==> config.mk <==
export PLATFORM = sky130hd
export DESIGN_NAME = ccu_req_arbiter
export DESIGN_NICKNAME = d
export VERILOG_FILES = /design/src/rtl/ccu_req_arbiter.sv
export SDC_FILE = /design/constraint.sdc
export NUM_CORES = 1
export LEC_CHECK = 0
export CORE_AREA = 2 2 144 146
export CTS_CLUSTER_DIAMETER = 80
export DETAILED_ROUTE_END_ITERATION = 12
export DIE_AREA = 0 0 146 148
export DONT_BUFFER_PORTS = 1
export SYNTH_ARGS = -nofsm -noshare
export SYNTH_HDL_FRONTEND = slang
export SYNTH_SLANG_ARGS = --single-unit
==> constraint.sdc <==
create_clock -name clk_i -period 2.9 [get_ports clk_i]
set_input_delay 0.29 -clock clk_i [delete_from_list [all_inputs] [get_ports clk_i]]
set_output_delay 0.29 -clock clk_i [all_outputs]
set_load 0.01 [all_outputs]
==> src/rtl/ccu_req_arbiter.sv <==
// Round-robin arbiter that shares the CCU snoop sequencer between ACE masters.
// It latches one winner, issues it, and holds the grant until the sequencer reports done.
module ccu_req_arbiter #(
    parameter int unsigned NoMstPorts = 4,
    parameter int unsigned AddrWidth  = 64,
    parameter int unsigned IdxWidth   = $clog2(NoMstPorts)
) (
    input  logic                                 clk_i,
    input  logic                                 rst_ni,
    input  logic [NoMstPorts-1:0]                req_valid_i,
    output logic [NoMstPorts-1:0]                req_ready_o,
    input  logic [NoMstPorts-1:0]                req_write_i,
    input  logic [NoMstPorts-1:0][AddrWidth-1:0] req_addr_i,
    input  logic [NoMstPorts-1:0][3:0]           req_snoop_i,
    output logic                                 ccu_valid_o,
    input  logic                                 ccu_ready_i,
    output logic                                 ccu_write_o,
    output logic [AddrWidth-1:0]                 ccu_addr_o,
    output logic [3:0]                           ccu_snoop_o,
    output logic [IdxWidth-1:0]                  ccu_src_o,
    output logic [NoMstPorts-1:0]                ccu_snoop_mask_o,
    input  logic                                 ccu_done_i,
    output logic                                 busy_o,
    output logic                                 spurious_done_o
);

    typedef enum logic [1:0] {
        IDLE,
        ISSUE,
        BUSY
    } state_e;

    state_e                  state_q, state_d;
    logic [IdxWidth-1:0]     rr_ptr_q, rr_ptr_d;
    logic [IdxWidth-1:0]     winner;
    logic                    found;
    logic                    grant;
    int unsigned             scan_idx;
    logic [IdxWidth-1:0]     scan_idx_w;
    logic                    write_q;
    logic [AddrWidth-1:0]    addr_q;
    logic [3:0]              snoop_q;
    logic [IdxWidth-1:0]     src_q;
    logic                    spurious_q;
    logic [NoMstPorts-1:0]   src_onehot;

    // Scan from the pointer upwards, wrapping, and take the first valid master.
    always_comb begin
        winner     = '0;
        found      = 1'b0;
        scan_idx   = 0;
        scan_idx_w = '0;
        for (int unsigned i = 0; i < NoMstPorts; i++) begin
            scan_idx = 32'(rr_ptr_q) + i;
            if (scan_idx >= NoMstPorts) begin
                scan_idx = scan_idx - NoMstPorts;
            end
            scan_idx_w = IdxWidth'(scan_idx);
            if (!found && req_valid_i[scan_idx_w]) begin
                found  = 1'b1;
                winner = scan_idx_w;
            end
        end
    end

    assign grant = found && (state_q == IDLE);

    always_comb begin
        rr_ptr_d = rr_ptr_q;
        if (grant) begin
            if (32'(winner) == NoMstPorts - 1) begin
                rr_ptr_d = '0;
            end else begin
                rr_ptr_d = winner + IdxWidth'(1);
            end
        end
    end

    always_comb begin
        req_ready_o = '0;
        if (grant && rst_ni) begin
            req_ready_o[winner] = 1'b1;
        end
    end

    always_ff @(posedge clk_i or negedge rst_ni) begin
        if (!rst_ni) begin
            state_q <= IDLE;
        end else begin
            state_q <= state_d;
        end
    end

    always_comb begin
        state_d     = state_q;
        ccu_valid_o = 1'b0;
        busy_o      = 1'b0;
        case (state_q)
            IDLE: begin
                if (grant) begin
                    state_d = ISSUE;
                end
            end
            ISSUE: begin
                ccu_valid_o = 1'b1;
                busy_o      = 1'b1;
                if (ccu_ready_i) begin
                    state_d = BUSY;
                end
            end
            BUSY: begin
                busy_o = 1'b1;
                if (ccu_done_i) begin
                    state_d = IDLE;
                end
            end
            default: begin
                state_d = IDLE;
            end
        endcase
    end

    always_ff @(posedge clk_i or negedge rst_ni) begin
        if (!rst_ni) begin
            rr_ptr_q   <= '0;
            write_q    <= 1'b0;
            addr_q     <= '0;
            snoop_q    <= '0;
            src_q      <= '0;
            spurious_q <= 1'b0;
        end else begin
            rr_ptr_q   <= rr_ptr_d;
            spurious_q <= ccu_done_i && (state_q != BUSY);
            if (grant) begin
                write_q <= req_write_i[winner];
                addr_q  <= req_addr_i[winner];
                snoop_q <= req_snoop_i[winner];
                src_q   <= winner;
            end
        end
    end

    // Every master except the initiator gets snooped.
    always_comb begin
        src_onehot        = '0;
        src_onehot[src_q] = 1'b1;
        ccu_snoop_mask_o  = ~src_onehot;
    end

    assign ccu_write_o     = write_q;
    assign ccu_addr_o      = addr_q;
    assign ccu_snoop_o     = snoop_q;
    assign ccu_src_o       = src_q;
    assign spurious_done_o = spurious_q;

endmodule
==> results of run 1 <==
sequential cells by signal, indices dropped and copies added (netlist names):
name,count
ccu_addr_o,64
ccu_snoop_o,4
ccu_src_o,2
ccu_write_o,1
rr_ptr_q,2
spurious_done_o,1
state_q,2
synthesized netlist by cell type, types with 2 or more instances:
| cell | count | area, µm² |
|---|---|---|
| sky130_fd_sc_hd__a21oi_1 | 3 | 15.0 |
| sky130_fd_sc_hd__a221o_1 | 138 | 1380 |
| sky130_fd_sc_hd__and2_0 | 4 | 25.0 |
| sky130_fd_sc_hd__and2_1 | 67 | 419 |
| sky130_fd_sc_hd__buf_2 | 15 | 75.1 |
| sky130_fd_sc_hd__clkbuf_1 | 23 | 86.3 |
| sky130_fd_sc_hd__dfrtp_1 | 76 | 1900 |
| sky130_fd_sc_hd__ha_1 | 5 | 62.6 |
| sky130_fd_sc_hd__inv_1 | 6 | 22.5 |
| sky130_fd_sc_hd__mux2_2 | 2 | 22.5 |
| sky130_fd_sc_hd__nand2_1 | 7 | 26.3 |
| sky130_fd_sc_hd__nand2b_1 | 5 | 31.3 |
| sky130_fd_sc_hd__nor2_1 | 6 | 22.5 |
| sky130_fd_sc_hd__o21ai_0 | 6 | 30.0 |
| sky130_fd_sc_hd__o31ai_1 | 2 | 15.0 |
repair_timing:
action | in CTS | in global routing
resized for setup | 0 | 0
endpoints found under the hold margin | 76 | 0
hold buffers | 2 | 0
power by group through the flow:
stage	Sequential, µW	Combinational [µW]	Clock, µW
floorplan	2050	2170	0
global placement	2230	2590	0
detailed placement	2240	2710	0
CTS	2230	2770	1300
global route	2270	3020	1360
finish	2230	2750	1240
per-stage QoR:
step / utilization (%) / hold slack (ns) / total power (µW)
floorplan: - / -0.00559 / 4220
global placement: 22.9 / -0.00383 / 4820
detailed placement: 22.9 / -0.00342 / 4950
CTS: 24.8 / 0.0701 / 6310
global route: 24.8 / 0.0721 / 6650
finish: 24.8 / 0.0911 / 6220
final cells by class:
class / instances / area [µm²] / area share, %
antenna: 1 / 2.50 / 0.0504
clock buffer: 11 / 253 / 5.09
clock inverter: 4 / 72.6 / 1.46
inverter: 6 / 22.5 / 0.454
multi-input combinational: 260 / 2210 / 44.6
sequential: 76 / 1900 / 38.3
tap: 270 / 338 / 6.81
timing repair buffer: 15 / 160 / 3.23
worst max-delay path by stage:
| stage | startpoint | end | slack (ns) | cells past startpoint |
|---|---|---|---|---|
| after floorplan | req_valid_i[3] | req_ready_o[2] | 0.71 | 7 |
| after CTS | rr_ptr_q[1]$_DFFE_PN0P_ | req_ready_o[2] | 0.17 | 6 |
| after global placement | state_q[0]$_DFFE_PN0P_ | ccu_addr_o[42]$_DFFE_PN0P_ | 0.60 | 6 |
| final | rr_ptr_q[1]$_DFFE_PN0P_ | req_ready_o[2] | 0.19 | 6 |
| after detailed placement | state_q[1]$_DFFE_PN0P_ | ccu_addr_o[3]$_DFFE_PN0P_ | 0.47 | 6 |
| after global routing | state_q[1]$_DFFE_PN0P_ | req_ready_o[0] | 0.01 | 6 |
layer usage:
metal  track usage (%)  part of all wire [%]  vias up
li1                  -                     -     1541
met5                 0                     0        -
met4              8.59                   5.2        0
met2              24.2                    50      321
met1              15.0                    35     1888
met3              5.00                    10       57
logic make-up (layout without fill, tap and decap cells):
family | count (synthesis) | count (layout) | share of synthesized area, %
adder cells (fa/ha/maj) | 5 | 5 | 1.46
AO/OA/AOI/OAI | 153 | 153 | 34.5
AND/OR/NAND/NOR | 99 | 99 | 14.4
flip-flops | 76 | 76 | 44.4
buffers and inverters | 45 | 36 | 4.55
multiplexers | 3 | 3 | 0.759
other | 0 | 1 | 0
==> impl_table.tex, run 1 <==
\begin{tabular}{lr}
\hline
Metric & Value \\
\hline
\multicolumn{2}{l}{\textbf{Outcome}} \\
\quad Run status & finished clean \\
\multicolumn{2}{l}{\textbf{Placement}} \\
\quad Detail Placement HPWL & 11.8 mm \\
\quad Post-place setup slack & 0.469 ns \\
\quad Buffers added on ports & 0 \\
\quad Placed cell areas & 4600 µm² \\
\quad GPL Wtd Cong & 0.764 \\
\quad Cell total after placement & 625 \\
\multicolumn{2}{l}{\textbf{Power and ir drop}} \\
\quad Maximum vdd ir drop & 355 µV \\
\quad Leakage power of the design & 0.00203 µW \\
\quad Power spent charging and discharging nets & 2410 µW \\
\quad Clock group share of total power & 19.9\% \\
\quad Switching part of the total power & 38.8\% \\
\quad Combinational share of power & 44.2\% \\
\quad Power share of the sequential group & 35.9\% \\
\quad Cell internal pwr & 3810 µW \\
\quad Power Density & 1250 nW/µm² \\
\multicolumn{2}{l}{\textbf{Hold path}} \\
\quad Number of cells on the worst hold path & 2 \\
\quad Tightest Hold Check Type & in2reg \\
\quad Endpoint, Worst Hold & spurious\_done\_o\$\_DFF\_PN0\_ \\
\quad Origin of the worst min-delay path & ccu\_done\_i \\
\multicolumn{2}{l}{\textbf{Floorplan}} \\
\quad Standard-cell row count & 52 \\
\quad Vertical die dimension & 148 µm \\
\quad Core Area & 20,000 µm² \\
\quad Starting utilization of the core area & 21.4\% \\
\quad Total I/O pin count & 366 \\
\quad Die Area & 21,600 µm² \\
\quad Die outline width & 146 µm \\
\multicolumn{2}{l}{\textbf{Synthesis}} \\
\quad Number of enable-type register cells in the synthesized netlist & 0 \\
\quad Cell area after synthesis & 4290 µm² \\
\quad Net Count, Synth & 670 \\
\quad Synth Instances & 381 \\
\quad Yosys warnings & 0 \\
\quad Number of unique standard cell types used by synthesis & 31 \\
\quad Share of flip-flops with an asynchronous set or reset after synthesis & 100\% \\
\quad Fraction of the yosys area taken by sequential cells & 44.4\% \\
\quad Register bit total from synthesis & 76 \\
\quad Average cell area after synthesis & 11.2 µm² \\
\quad Prevailing post-synth register cell & sky130\_fd\_sc\_hd\_\_dfrtp\_1 \\
\multicolumn{2}{l}{\textbf{Critical path}} \\
\quad Startpoint of the most critical register-to-register path & state\_q[1]\$\_DFFE\_PN0P\_ \\
\quad Peak fanout along the critical path & 70 \\
\quad CP max stage cell & sky130\_fd\_sc\_hd\_\_dfrtp\_1 \\
\quad Count of cells along the worst register-to-register path & 6 \\
\quad Startpoint type of the worst setup path & flop \\
\quad Data required time of the worst path & 2.61 ns \\
\quad WP buf/inv & 1 \\
\quad Flop-to-flop setup slack & 0.46 ns \\
\quad Signal arrival time at the worst endpoint & 2.42 ns \\
\quad CP peak stage delay & 0.48 ns \\
\quad Critical path class & reg2out \\
\quad Cells traversed along the worst timing path & and3b\_1, o21a\_1, a211o\_1, nor3\_4, buf\_12, and2\_1 \\
\quad Cell family with the largest share of critical-path delay & simple AND/OR/NAND/NOR gates \\
\quad Kind of end point of the critical path & primary output \\
\quad Reg-to-reg endpoint & ccu\_addr\_o[18]\$\_DFFE\_PN0P\_ \\
\multicolumn{2}{l}{\textbf{Detailed routing}} \\
\quad Wirelength per Cell & 25.1 µm \\
\quad Via density & 5.92 \\
\quad DR vias & 3,807 \\
\quad Total wirelength of the detailed-routed design & 16.2 mm \\
\quad First DRT Iteration DRCs & 395 \\
\quad Total iterations of the first detailed-routing run & 6 \\
\quad Residual DRC & 0 \\
\quad Final antenna-violating net count & 0 \\
\multicolumn{2}{l}{\textbf{Clock network}} \\
\quad Clock latency on the worst-skew pair & 0.33 ns \\
\quad Count of H-tree levels built during CTS & 3 \\
\quad Buffers from clock root to sink, at most & 2 \\
\quad Number of buffers created by CTS & 9 \\
\quad Setup bufs post-CTS & 0 \\
\quad Clock transition at the registers of the reported paths & 0.06 ns \\
\quad CTS tree & built \\
\quad Number of sinks on the clock net & 76 \\
\quad Cell at the root of the clock tree & sky130\_fd\_sc\_hd\_\_clkbuf\_16 \\
\multicolumn{2}{l}{\textbf{Global routing}} \\
\quad Global-route wire length before repair & 23.4 mm \\
\quad Overall overflow remaining after global route & 0 \\
\quad Overall fraction of global-route tracks in use & 14.1\% \\
\quad Antenna violations before repair & 0 \\
\quad Number of global-route vias before repair & 3,786 \\
\quad Maximum number of pins on one net before global-route repair & 77 \\
\multicolumn{2}{l}{\textbf{STA}} \\
\quad Post-route fraction of the period consumed by the critical path & 93.4\% \\
\quad Slew Limit Fails & 0 \\
\quad Final-report setup violation count & 0 \\
\quad Tightest Pin Transition & 0.826 ns \\
\quad Minimum period implied by the final worst setup slack & 2.71 ns \\
\quad Final Hold Fails & 0 \\
\quad Worst Clk Skew & 0.00526 ns \\
\quad TNS Setup & 0 ns \\
\quad RSZ-0062 raised after global routing & no \\
\quad Highest clock rate & 369 MHz \\
\quad Final worst slack & 0.192 ns \\
\quad Headroom to the max-slew limit & 44.9\% \\
\multicolumn{2}{l}{\textbf{Layout}} \\
\quad Final non-filler cell area & 4960 µm² \\
\quad Final-stage net count & 657 \\
\quad Most frequent standard cell in the layout excluding fill and tap cells & sky130\_fd\_sc\_hd\_\_a221o\_1 \\
\quad Non-filler instance count after layout & 643 \\
\quad Number of fill cells in the layout & 2,151 \\
\quad Most frequent cells in the layout & sky130\_fd\_sc\_hd\_\_a221o\_1 (138), sky130\_fd\_sc\_hd\_\_dfrtp\_1 (76), sky130\_fd\_sc\_hd\_\_and2\_1 (67) \\
\quad Share of layout cells above drive strength 1 & 9.95\% \\
\quad Layout-stage area growth over the synthesis result & 15.8\% \\
\multicolumn{2}{l}{\textbf{Job}} \\
\quad Max Cap Viol & 0 \\
\hline
\end{tabular}
No activity file was read; power rests on OpenSTA's default activity.
==> run 2, diff against run 1 <==
--- a/config.mk
+++ b/config.mk
@@ -10,6 +10,7 @@
 export DETAILED_ROUTE_END_ITERATION = 12
 export DIE_AREA = 0 0 146 148
 export DONT_BUFFER_PORTS = 1
+export MAX_ROUTING_LAYER = met4
 export SYNTH_ARGS = -nofsm -noshare
 export SYNTH_HDL_FRONTEND = slang
 export SYNTH_SLANG_ARGS = --single-unit
==> impl_table.tex, run 2 <==
\begin{tabular}{lr}
\hline
Metric & Value \\
\hline
\multicolumn{2}{l}{\textbf{Outcome}} \\
\quad Run status & aborted with a tool error \\
\quad Stage at which the flow ended & detailed routing \\
\quad Error text reported by the tool & [ERROR DRT-0255] Maze Route cannot find path of net req\_addr\_i[137] in worker of routeBox ( 96600 0 ) ( 146000 48300 ). \\
\multicolumn{2}{l}{\textbf{Global routing}} \\
\quad Antenna violations before repair & 0 (unchanged) \\
\quad Number of global-route vias before repair & 3,796 (+0.26\%) \\
\quad Maximum number of pins on one net before global-route repair & 77 (unchanged) \\
\quad Overall overflow remaining after global route & 0 (unchanged) \\
\quad Overall fraction of global-route tracks in use & 14.5\% (+0.38 points) \\
\quad Global-route wire length before repair & 23.3 mm (-0.24\%) \\
\multicolumn{2}{l}{\textbf{Floorplan}} \\
\quad Starting utilization of the core area & 21.4\% (unchanged) \\
\quad Total I/O pin count & 366 (unchanged) \\
\quad Standard-cell row count & 52 (unchanged) \\
\quad Die outline width & 146 µm (unchanged) \\
\quad Vertical die dimension & 148 µm (unchanged) \\
\multicolumn{2}{l}{\textbf{Synthesis}} \\
\quad Cell types occupying the most area after synthesis & sky130\_fd\_sc\_hd\_\_dfrtp\_1 (44\%), sky130\_fd\_sc\_hd\_\_a221o\_1 (32\%), sky130\_fd\_sc\_hd\_\_and2\_1 (9.8\%), sky130\_fd\_sc\_hd\_\_clkbuf\_1 (2.0\%), sky130\_fd\_sc\_hd\_\_buf\_2 (1.8\%) \\
\quad Average cell area after synthesis & 11.2 µm² (unchanged) \\
\quad Cell accounting for the most synthesized area & sky130\_fd\_sc\_hd\_\_dfrtp\_1 \\
\quad Yosys warnings & 0 (unchanged) \\
\quad Share of flip-flops with an asynchronous set or reset after synthesis & 100\% (unchanged) \\
\quad Synth Instances & 381 (unchanged) \\
\quad Prevailing post-synth register cell & sky130\_fd\_sc\_hd\_\_dfrtp\_1 \\
\quad Number of unique standard cell types used by synthesis & 31 (unchanged) \\
\quad Net Count, Synth & 670 (unchanged) \\
\quad Dominant cell by count in the synthesized netlist & sky130\_fd\_sc\_hd\_\_a221o\_1 \\
\quad Leading cell types by count after synthesis & sky130\_fd\_sc\_hd\_\_a221o\_1 (138), sky130\_fd\_sc\_hd\_\_dfrtp\_1 (76), sky130\_fd\_sc\_hd\_\_and2\_1 (67) \\
\quad Fraction of the yosys area taken by sequential cells & 44.4\% (unchanged) \\
\quad Share of the synthesized area in the top cell type & 44.4\% (unchanged) \\
\quad Cell area after synthesis & 4290 µm² (unchanged) \\
\quad Register bit total from synthesis & 76 (unchanged) \\
\quad Number of enable-type register cells in the synthesized netlist & 0 (unchanged) \\
\multicolumn{2}{l}{\textbf{Clock network}} \\
\quad Count of H-tree levels built during CTS & 3 (unchanged) \\
\quad Cell at the root of the clock tree & sky130\_fd\_sc\_hd\_\_clkbuf\_16 \\
\quad Number of sinks on the clock net & 76 (unchanged) \\
\quad Buffers from clock root to sink, at most & 2 (unchanged) \\
\quad Number of buffers created by CTS & 9 (unchanged) \\
\quad Setup bufs post-CTS & 0 (unchanged) \\
\multicolumn{2}{l}{\textbf{Placement}} \\
\quad Detail Placement HPWL & 11.8 mm (unchanged) \\
\quad Buffers added on ports & 0 (unchanged) \\
\quad GPL Wtd Cong & 0.775 (+1.3\%) \\
\quad Post-place setup slack & 0.469 ns (unchanged) \\
\quad Cell total after placement & 625 (unchanged) \\
\hline
\end{tabular}
==> run 2: logic make-up after synthesis <==
kind of cell               Yosys count  synth area share (%)
AOI/OAI and AO/OA                  153                  34.5
and+or+nand+nor                     99                  14.4
DFF                                 76                  44.4
buffers and inverters               45                  4.55
adders and majority gates            5                  1.46
muxes                                3                 0.759
==> run 2: stage by stage <==
stage               hold slack (ns)  instance area [µm²]
global route                 0.0721                 4960
CTS                          0.0701                 4960
detailed placement         -0.00342                 4600
global placement           -0.00383                 4600
floorplan                  -0.00559                 4290
==> run 2: layer usage <==
metal and track usage [%]:
met1 14.9, met5 -, met4 8.98, met2 24.0
met3 4.88
==> run 2: repair_timing <==
action | in CTS | in global routing
resized for setup | 0 | 0
endpoints found under the hold margin | 76 | 0
hold buffers | 2 | 0
==> run 3, diff against run 2 <==
--- a/config.mk
+++ b/config.mk
@@ -6,11 +6,10 @@
 export NUM_CORES = 1
 export LEC_CHECK = 0
 export CORE_AREA = 2 2 144 146
-export CTS_CLUSTER_DIAMETER = 80
 export DETAILED_ROUTE_END_ITERATION = 12
 export DIE_AREA = 0 0 146 148
 export DONT_BUFFER_PORTS = 1
-export MAX_ROUTING_LAYER = met4
+export PLACE_DENSITY_LB_ADDON = 0.15
 export SYNTH_ARGS = -nofsm -noshare
 export SYNTH_HDL_FRONTEND = slang
 export SYNTH_SLANG_ARGS = --single-unit
==> impl_table.tex, run 3 (synthesis results as in run 1) <==
\begin{tabular}{lr}
\hline
Metric & Value \\
\hline
\multicolumn{2}{l}{\textbf{STA}} \\
\quad Post-route fraction of the period consumed by the critical path & 91.4\% \\
\quad Headroom to the max-slew limit & 52.9\% \\
\quad RSZ-0062 raised after global routing & no \\
\quad TNS Setup & 0 ns \\
\quad Final Hold Fails & 0 \\
\quad Slew Limit Fails & 0 \\
\quad Tightest Pin Transition & 0.706 ns \\
\quad Highest clock rate & 377 MHz \\
\quad Minimum period implied by the final worst setup slack & 2.65 ns \\
\quad Worst Clk Skew & 0.0114 ns \\
\quad Final-report setup violation count & 0 \\
\multicolumn{2}{l}{\textbf{Layout}} \\
\quad Layout-stage area growth over the synthesis result & 15.4\% \\
\quad Number of antenna diodes & 0 \\
\quad Largest register FFs & 64 \\
\quad Share of layout cells above drive strength 1 & 8.70\% \\
\quad Most frequent standard cell in the layout excluding fill and tap cells & sky130\_fd\_sc\_hd\_\_a221o\_1 \\
\quad Most frequent cells in the layout & sky130\_fd\_sc\_hd\_\_a221o\_1 (138), sky130\_fd\_sc\_hd\_\_dfrtp\_1 (76), sky130\_fd\_sc\_hd\_\_and2\_1 (67) \\
\quad Final-stage net count & 653 \\
\multicolumn{2}{l}{\textbf{Critical path}} \\
\quad WP buf/inv & 1 \\
\quad Data required time of the worst path & 2.61 ns \\
\quad Kind of end point of the critical path & primary output \\
\quad Startpoint type of the worst setup path & flop \\
\quad Cell family with the largest share of critical-path delay & simple AND/OR/NAND/NOR gates \\
\quad Startpoint of the most critical register-to-register path & rr\_ptr\_q[1]\$\_DFFE\_PN0P\_ \\
\quad CP max stage cell & sky130\_fd\_sc\_hd\_\_dfrtp\_1 \\
\quad Cells traversed along the worst timing path & and3b\_1, o21a\_1, a211o\_1, nor3\_4, buf\_12, and2\_1 \\
\quad Peak fanout along the critical path & 54 \\
\quad Total stage count of the critical path & 6 \\
\quad CP peak stage delay & 0.48 ns \\
\quad Flop-to-flop setup slack & 0.55 ns \\
\quad Signal arrival time at the worst endpoint & 2.36 ns \\
\quad Worst Setup SP & rr\_ptr\_q[1]\$\_DFFE\_PN0P\_ \\
\quad Critical path class & reg2out \\
\quad Count of cells along the worst register-to-register path & 6 \\
\multicolumn{2}{l}{\textbf{Global routing}} \\
\quad Overall overflow remaining after global route & 0 (unchanged) \\
\quad Antenna violations before repair & 0 (unchanged) \\
\quad Overall fraction of global-route tracks in use & 14.5\% (-0.028 points) \\
\quad Global-route wire length before repair & 23.6 mm (+1.3\%) \\
\quad Number of global-route vias before repair & 3,771 (-0.66\%) \\
\quad Maximum number of pins on one net before global-route repair & 77 (unchanged) \\
\multicolumn{2}{l}{\textbf{Detailed routing}} \\
\quad Final antenna-violating net count & 0 \\
\quad First DRT Iteration DRCs & 247 \\
\quad DR vias & 3,620 \\
\quad Total iterations of the first detailed-routing run & 4 \\
\quad Total wirelength of the detailed-routed design & 16.5 mm \\
\quad Via density & 5.67 \\
\quad Residual DRC & 0 \\
\quad Wirelength per Cell & 25.9 µm \\
\multicolumn{2}{l}{\textbf{Floorplan}} \\
\quad Vertical die dimension & 148 µm (unchanged) \\
\quad Total I/O pin count & 366 (unchanged) \\
\quad Die Area & 21,600 µm² \\
\quad Standard-cell row count & 52 (unchanged) \\
\quad Starting utilization of the core area & 21.4\% (unchanged) \\
\quad Die outline width & 146 µm (unchanged) \\
\quad Core Area & 20,000 µm² \\
\multicolumn{2}{l}{\textbf{Power and ir drop}} \\
\quad Total Power & 6260 µW \\
\quad Maximum vdd ir drop & 332 µV \\
\quad Power Density & 1270 nW/µm² \\
\quad Leakage power of the design & 0.00201 µW \\
\multicolumn{2}{l}{\textbf{Placement}} \\
\quad GPL Wtd Cong & 0.751 (-3.1\%) \\
\quad Buffers added on ports & 0 (unchanged) \\
\quad Detail Placement HPWL & 11.7 mm (-0.54\%) \\
\multicolumn{2}{l}{\textbf{Clock network}} \\
\quad CTS tree & built \\
\quad Count of H-tree levels built during CTS & 3 (unchanged) \\
\quad Number of sinks on the clock net & 76 (unchanged) \\
\quad Number of buffers created by CTS & 9 (unchanged) \\
\quad Clock transition at the registers of the reported paths & 0.06 ns \\
\quad Cell at the root of the clock tree & sky130\_fd\_sc\_hd\_\_clkbuf\_16 \\
\quad Buffers from clock root to sink, at most & 2 (unchanged) \\
\quad Clock latency on the worst-skew pair & 0.34 ns \\
\multicolumn{2}{l}{\textbf{Hold path}} \\
\quad Tightest Hold Check Type & in2reg \\
\quad Number of cells on the worst hold path & 2 \\
\quad Origin of the worst min-delay path & ccu\_done\_i \\
\multicolumn{2}{l}{\textbf{Job}} \\
\quad Max Cap Viol & 0 \\
\multicolumn{2}{l}{\textbf{Outcome}} \\
\quad Run status & finished clean \\
\hline
\end{tabular}
[run 3: per-stage QoR]
stage / utilization, % / hold slack, ns / setup WS (ns) / instance area [µm²] / std cells
2_1_floorplan: - / -0.00559 / 0.714 / 4290 / 381
3_3_place_gp: 22.8 / -0.00377 / 0.607 / 4570 / 621
3_5_place_dp: 22.8 / -0.00407 / 0.559 / 4570 / 621
4_1_cts: 24.7 / 0.0681 / 0.228 / 4940 / 638
5_1_grt: 24.7 / 0.0648 / 0.108 / 4940 / 638
6_report: 24.7 / 0.0861 / 0.248 / 4940 / 638
[run 3: layout make-up]
| class | count | area, µm² |
|---|---|---|
| well taps | 270 | 338 |
| flip-flops and latches | 76 | 1900 |
| clock buffers | 11 | 243 |
| multi-input cells | 260 | 2210 |
| clock inverters | 4 | 97.6 |
| repair buffers | 11 | 130 |
| inverters | 6 | 22.5 |
| fillers | 2141 | 15100 |
[run 3: report_power, final]
group	internal (µW)	switching [µW]	total (µW)	leakage [µW]
Clock	861	465	1330	0.000162
Sequential	1590	654	2240	0.000944
Combinational	1390	1300	2690	0.000909
Total	3840	2410	6260	0.00201
[run 3: timing repair]
item | 4_1_cts | 5_1_grt
endpoints found under the hold margin | 76 | 0
gates resized for setup | 0 | 0
hold buffers | 2 | 0
buffers inserted | 0 | 0
[run 3: final timing paths]
path,to
min,spurious_done_o$_DFF_PN0_
min reg2reg,spurious_done_o$_DFF_PN0_
max,req_ready_o[2]
max reg2reg,ccu_addr_o[11]$_DFFE_PN0P_
min in group asynchronous,ccu_snoop_o[1]$_DFFE_PN0P_
max in group asynchronous,ccu_addr_o[21]$_DFFE_PN0P_
[run 3: routing by layer]
metal	global-route usage [%]	share of wire, %
met1	15.3	35
met2	26.7	53
met3	5.46	9.9
met4	4.32	1.7
met5	0	0
